==> config.mk <==
export PLATFORM = sky130hd
export DESIGN_NAME = pll_lock_sequencer
export DESIGN_NICKNAME = d
export VERILOG_FILES = /design/src/rtl/pll_lock_sequencer.sv
export SDC_FILE = /design/constraint.sdc
export NUM_CORES = 1
export LEC_CHECK = 0
export CORE_UTILIZATION = 53
export DETAILED_ROUTE_END_ITERATION = 7
export PLACE_DENSITY = 0.78
export SYNTH_ARGS = -nofsm -noshare
export SYNTH_HDL_FRONTEND = slang
export SYNTH_SLANG_ARGS = --single-unit
==> constraint.sdc <==
create_clock -name clk_12mhz -period 2.25 [get_ports clk_12mhz]
set_input_delay 0.45 -clock clk_12mhz [delete_from_list [all_inputs] [get_ports clk_12mhz]]
set_output_delay 0.45 -clock clk_12mhz [all_outputs]
set_load 0.01 [all_outputs]
==> src/rtl/pll_lock_sequencer.sv <==
// pll_lock_sequencer: supervises SB_PLL40 lock and generates the system reset.
// Holds the PLL in reset, waits for lock, debounces it and then releases sys_resetn.
// A lock timeout or a lost lock re-resets the PLL, with a bounded number of retries.
// Runs entirely on the 12 MHz reference clock.
// Optional feature macro: PLL_LOCK_STATS_EN. When it is defined, the saturating
// lock-loss counter is implemented. When it is undefined, lock_loss_cnt reads 0.
module pll_lock_sequencer #(
    parameter int unsigned PLL_RESET_CYCLES    = 16,
    parameter int unsigned LOCK_TIMEOUT_CYCLES = 12000,
    parameter int unsigned LOCK_STABLE_CYCLES  = 1024,
    parameter int unsigned MAX_RETRIES         = 3
) (
    input  logic       clk_12mhz,
    input  logic       resetn,
    input  logic       pll_locked,
    input  logic       restart,
    output logic       pll_resetb,
    output logic       sys_resetn,
    output logic       fail,
    output logic [2:0] state,
    output logic [3:0] retries,
    output logic [7:0] lock_loss_cnt
);

    localparam int unsigned MAX_A   = (PLL_RESET_CYCLES > LOCK_TIMEOUT_CYCLES) ?
                                      PLL_RESET_CYCLES : LOCK_TIMEOUT_CYCLES;
    localparam int unsigned MAX_P   = (MAX_A > LOCK_STABLE_CYCLES) ? MAX_A : LOCK_STABLE_CYCLES;
    localparam int unsigned TIMER_W = $clog2(MAX_P) + 1;

    typedef enum logic [2:0] {
        ST_PLLRST    = 3'd0,
        ST_WAIT_LOCK = 3'd1,
        ST_STABLE    = 3'd2,
        ST_RUN       = 3'd3,
        ST_FAIL      = 3'd4
    } state_e;

    state_e               state_q, state_d;
    logic [TIMER_W-1:0]   timer_q, timer_d;
    logic [3:0]           retries_q, retries_d;
    logic [3:0]           retries_inc;
    logic                 pll_resetb_q, pll_resetb_d;
    logic                 sys_resetn_q, sys_resetn_d;
    logic                 fail_q, fail_d;
    logic [1:0]           sync_q;
    logic                 lk;
    logic                 loss_evt_c;

    // Two-flop synchroniser for the asynchronous PLL lock output
    always_ff @(posedge clk_12mhz or negedge resetn) begin
        if (!resetn) begin
            sync_q <= 2'b00;
        end else begin
            sync_q <= {sync_q[0], pll_locked};
        end
    end

    assign lk          = sync_q[1];
    assign retries_inc = retries_q + 4'd1;
    assign loss_evt_c  = (state_q == ST_RUN) && !lk;

    // State, timer, retry counter and registered outputs
    always_ff @(posedge clk_12mhz or negedge resetn) begin
        if (!resetn) begin
            state_q      <= ST_PLLRST;
            timer_q      <= '0;
            retries_q    <= 4'd0;
            pll_resetb_q <= 1'b0;
            sys_resetn_q <= 1'b0;
            fail_q       <= 1'b0;
        end else begin
            state_q      <= state_d;
            timer_q      <= timer_d;
            retries_q    <= retries_d;
            pll_resetb_q <= pll_resetb_d;
            sys_resetn_q <= sys_resetn_d;
            fail_q       <= fail_d;
        end
    end

    // Next-state, timer and output decode; restart overrides every transition
    always_comb begin
        state_d   = state_q;
        retries_d = retries_q;
        timer_d   = timer_q;

        unique case (state_q)
            ST_PLLRST: begin
                // lk deliberately ignored while the PLL is held in reset
                if (timer_q == TIMER_W'(PLL_RESET_CYCLES - 1)) begin
                    state_d = ST_WAIT_LOCK;
                end
            end
            ST_WAIT_LOCK: begin
                if (lk) begin
                    state_d = ST_STABLE;
                end else if (timer_q == TIMER_W'(LOCK_TIMEOUT_CYCLES - 1)) begin
                    retries_d = retries_inc;
                    state_d   = (retries_inc == 4'(MAX_RETRIES)) ? ST_FAIL : ST_PLLRST;
                end
            end
            ST_STABLE: begin
                if (!lk) begin
                    state_d = ST_WAIT_LOCK;
                end else if (timer_q == TIMER_W'(LOCK_STABLE_CYCLES - 1)) begin
                    state_d   = ST_RUN;
                    retries_d = 4'd0;
                end
            end
            ST_RUN: begin
                if (!lk) begin
                    state_d = ST_PLLRST;
                end
            end
            ST_FAIL: begin
                state_d = ST_FAIL;
            end
            default: begin
                state_d = ST_PLLRST;
            end
        endcase

        if (restart) begin
            state_d   = ST_PLLRST;
            retries_d = 4'd0;
        end

        // Timer restarts on every state entry and only runs in timed states
        if (restart || (state_d != state_q)) begin
            timer_d = '0;
        end else if ((state_q == ST_PLLRST) || (state_q == ST_WAIT_LOCK) ||
                     (state_q == ST_STABLE)) begin
            timer_d = timer_q + TIMER_W'(1);
        end

        pll_resetb_d = (state_d == ST_WAIT_LOCK) || (state_d == ST_STABLE) ||
                       (state_d == ST_RUN);
        sys_resetn_d = (state_d == ST_RUN);
        fail_d       = (state_d == ST_FAIL);
    end

`ifdef PLL_LOCK_STATS_EN
    logic [7:0] lock_loss_q, lock_loss_d;

    // Saturating count of lock losses seen while running
    always_comb begin
        lock_loss_d = lock_loss_q;
        if (loss_evt_c && (lock_loss_q != 8'hFF)) begin
            lock_loss_d = lock_loss_q + 8'd1;
        end
    end

    // Lock-loss counter register
    always_ff @(posedge clk_12mhz or negedge resetn) begin
        if (!resetn) begin
            lock_loss_q <= 8'd0;
        end else begin
            lock_loss_q <= lock_loss_d;
        end
    end

    assign lock_loss_cnt = lock_loss_q;
`else
    logic unused_loss;
    assign unused_loss   = loss_evt_c;
    assign lock_loss_cnt = 8'd0;
`endif

    assign state      = state_q;
    assign retries    = retries_q;
    assign pll_resetb = pll_resetb_q;
    assign sys_resetn = sys_resetn_q;
    assign fail       = fail_q;

endmodule

# Yosys cells after proc, flatten, opt, wreduce, memory -nomap -nowiden
# Cells that the tools add are included.
[word_totals] regBits=27 out_inout_bits=18 elab_cells=52
[op_classes] addsub=2 n_eq_ne=17 n_mux=17 n_reduce_logical=9
[op_table] op="$mux 15" count=2
[op_table] op="$mux 3" count=8
[op_table] op="$mux 4" count=5
[op_table] op="$add 15x1->15 const B" count=1
[op_table] op="$eq 15x10->1 const B" count=1
[op_table] op="$eq 15x14->1 const B" count=1
[op_table] op="$eq 15x4->1 const B" count=1
[op_table] op="$pmux 3 s5" count=1
[op_table] op="$eq 3x2->1 const B" count=4
[op_table] op="$ne 3x3->1 const B" count=4
[op_table] op="$pmux 4 s2" count=1
[op_table] op="$eq 3x1->1 const B" count=2
[op_table] op="$eq 3x3->1 const B" count=2
[op_table] op="$logic_or 1x1->1" count=5
[op_table] op="$reduce_and 5->1" count=1
[op_table] op="$add 4x1->4 const B" count=1
[op_table] op="$eq 4x2->1 const B" count=1
[op_table] op="$logic_not 3->1" count=1
[op_table] op="$ne 3x3->1" count=1
[op_table] op="$reduce_bool 3->1" count=1
[op_table] op="$reduce_bool 2->1" count=1

# Longest topological paths before layout
[logic_depth] word_depth=10 ltp_mapped=8

# Least setup slack after synthesis
# No wires, ideal clock.
[synth_path] path_kind="flip-flop to flip-flop" startpoint="register timer_q[0]" endpoint="register timer_q[0]" setup_time_ns=0.119 arrival_time_ns=1.922 t_required_ns=2.131 path_slack_ns=0.209 path_stages_with_launch=9 path_buffers=1 path_cell_list="dfrtp_1 ha_1 nor3b_1 nand3_1 nor3b_4 a31oi_1 a211oi_2 buf_6 nor2_1"
[synth_between] elab_chain_len=8 word_cells_on_any_way=16 cone_classes="add/sub: 1; eq/ne: 4; mux: 9; reduce/logical: 2"
[synth_lines] element="from (decl)" line="39" text="logic [TIMER_W-1:0] timer_q, timer_d;"
[synth_lines] element="from (signal assigned)" line="73" text="timer_q <= timer_d;"
[synth_lines] element="$eq 15x10->1 or $eq 15x14->1 (tied branches)" line="105, 97"
[synth_lines] element="$mux 3 (on tied branches)" line="105, 97"
[synth_lines] element="$mux 3 (on tied branches)" line="103, 95"
[synth_lines] element="$pmux 3 s5" line="87" text="unique case (state_q)"
[synth_lines] element="$mux 3" line="123" text="if (restart) begin"
[synth_lines] element="$ne 3x3->1" line="129" text="if (restart || (state_d != state_q)) begin"
[synth_lines] element="$logic_or 1x1->1" line="129"
[synth_lines] element="$mux 15 or $reduce_bool 2->1 (tied branches)"
# Several ways; a longest one is shown, not always the timed one. The select of a mux whose other input is x is not followed.
# A chain may end at the register's enable or synchronous reset.

# Worst setup path in the final report
[layout_path] startpoint="register timer_q[1]" endpoint="register retries_q[3] (netlist: retries[3])"
[layout_between] elab_chain_len=3 word_cells_on_any_way=5 cone_classes="eq/ne: 4; reduce/logical: 1"
[layout_lines] element="$eq 15x10->1 or $eq 15x14->1 (tied branches)" line="105, 97"
[layout_lines] element="$ne 3x3->1 (no line)"
[layout_lines] element="$reduce_and 5->1 (no line) *"
[layout_lines] element="to (signal assigned)" line="74" text="retries_q <= retries_d;"
[layout_lines] element="to (decl)" line="40" text="logic [3:0] retries_q, retries_d;"
# Mark *: on every way between the ends. The rest lies on a longest branch, timed or not.

==> metrics.cfg <==
[setup_path]
crit_path_frequent_cell=nor3b_4
start_kind=flip-flop
worstPathMaxFanout=7
required_ns=2.51
endpoint_kind=flip-flop
critPathMaxStageDelay_ns=0.57
crit_type=flip-flop to flip-flop
cp_cell_sequence=ha_1, nor3b_4, nand3_2, nor3b_4, a311oi_2, or4_1, o211ai_2
cp.arrival_ns=2.37
cp_slowest_cell=or4_1

[synthesis]
synthCells=164
synthFlopType=dfrtp_1
synth_top_area_cell=dfrtp_1
ys_async_sr_fraction_pct=100
synth.area.top_cells=dfrtp_1, nor2_1, xor2_1, xnor2_1, buf_4
ys_types=42
ys_seq_area_share_pct=44.1
synth_enable_flop_cells=0
ys_ff_latch=27
synth_area_per_cell_sq_um=9.34
yosysTopAreaCellShare_pct=44.1
netlist_area_sq_um=1530
ys_warn_count=0

[finish]
drive_gt1_share_pct=14.7
area_growth_syn_to_layout_pct=13.8
nets=192
final_common_cell=nor2_1
final_cell_mix=nor2_1, dfrtp_1, clkdlybuf4s50_1, nand2_1
antenna_cells=0

[global_routing]
grt_pass1_wl_um=4860
track_usage_pct=19.7
grt.met2_usage_pct=35.3
grt_max_degree=28
grt_pass1_vias=1161
grt_use_met3_pct=2.56
busiest_layer=met2
grt.overflow.total=0
use_met1_pct=23.6
antenna_found_initial=0

[cts]
cts_sinks=27
cts_tree=built
cts_htree_levels=1
cts_inserted_buffers=3
path_clk_slew_ns=0.15
clockBufferDepth=2
cts-root-buf=clkbuf_4
ctsHoldBuffers=0
clk_latency_ns=0.32

[die]
start_util_pct=55.5
rows=19
core-area_sq_um=2760
die_w_um=55.8
dieHeight_um=55.8
dieArea_sq_um=3110
ios=22

[drt]
finalWirelength_um=2820
drt_first_pass_iters=4
drc=0
drt_iter0_drc=25
vias_per_cell=5.45
vias=1172
ant_nets=0
wl_per_cell_um=13.1

[sta]
finClkSkew_ns=0.00843
hold_slack_ns=0.370
finalSetupViolations=0
hold_viol=0
slew_violations=0
fin_crit_ns=2.11
fmax_ghz=0.475
tns_ns=0
period_share_pct=93.7

[run_status]
outcome=completed

[placement]
dpl.hpwl_um=2030
gp_congestion=0.782
portBuffers=13

[pwr]
finalPower_uw=847
p_leak_uw=0.000797
p_per_area_nw_per_um2=486
ir_drop_mv=0.478

[worst_hold_path]
min-delay-path-class=flip-flop to flip-flop

[job]
max_cap_viol_count=0

-- worst paths after layout --
check                             end  startpoint  slack, ns  depth (start not counted)
hold reg to reg             sync_q[1]   sync_q[0]       0.37                          0
setup reg to reg           retries[3]  timer_q[1]       0.14                          7
min in group asynchronous    state[2]      resetn       0.47                          2
max in group asynchronous    state[0]      resetn       1.51                          2
hold / removal              sync_q[1]   sync_q[0]       0.37                          0
setup / recovery           retries[3]  timer_q[1]       0.14                          7
-- final cells by class --
class	instances	area, sq um
well taps	31	38.8
fillers	236	1010
repair buffers	22	198
multi-input cells	126	783
flip-flops and latches	27	677
inverters	5	18.8
clock inverters	1	5.00
clock buffers	3	22.5
-- what timing repair did --
action / in CTS / in global routing
resized for setup: 1 / 3
pin swaps: 0 / 1
buffers inserted: 0 / 3
setup endpoints to repair: 1 / 15
-- synthesized netlist by cell type, types with 3 or more instances --
library cell / instances
nand3_1: 7
dfrtp_1: 27
ha_1: 3
inv_1: 5
o21ai_0: 5
nor2_1: 31
nand2b_1: 4
buf_4: 8
nor3_1: 5
nand2_1: 12
xor2_1: 9
nand4_1: 5
xnor2_1: 7
nor3b_1: 3
-- power by group --
part           internal [uW]  switching [uW]  leakage (uW)
Clock                   66.6             141     0.0000177
Combinational           57.1            59.4      0.000413
Sequential               501            22.2      0.000365
-- flip-flops by register name, summed over array words and instances, names as in the netlist --
name	cells
retries	4
sync_q	2
state	3
timer_q	15
fail	1
sys_resetn	1
pll_resetb	1
-- through the flow --
step / setup WS, ns / instance area, sq um / cells / utilization [%]
3_3_place_gp: 0.108 / 1680 / 208 / 60.8
6_report: 0.143 / 1740 / 215 / 63.2
4_1_cts: 0.0975 / 1710 / 212 / 61.9
2_1_floorplan: 0.209 / 1560 / 171 / -
5_1_grt: -0.0256 / 1740 / 215 / 63.2
3_5_place_dp: 0.00548 / 1680 / 208 / 60.8
-- kinds of logic after synthesis --
group / count (synthesis) / share of synthesized area (%)
other: 1 / 0.245
adder cells (fa/ha/maj): 3 / 2.45
buffers and inverters: 18 / 7.52
XOR/XNOR: 16 / 9.15
multiplexers: 1 / 0.654
AND/OR/NAND/NOR: 80 / 26.6
flip-flops: 27 / 44.1
AO/OA/AOI/OAI: 18 / 9.23
-- metal layers --
layer | up-vias | wire, um
met5 | - | 0
met4 | 0 | 26
met3 | 4 | 97
met2 | 30 | 1390
met1 | 550 | 1300
li1 | 588 | -
-- worst max-delay path, delay by kind of cell, from the launching register on --
kind,cells,cell delay [ns]
simple gates,4,1.23
flops,1,0.42
fa+ha+maj,1,0.21
compound gates,2,0.21
Note: power is estimated with default switching activity, not from simulation.
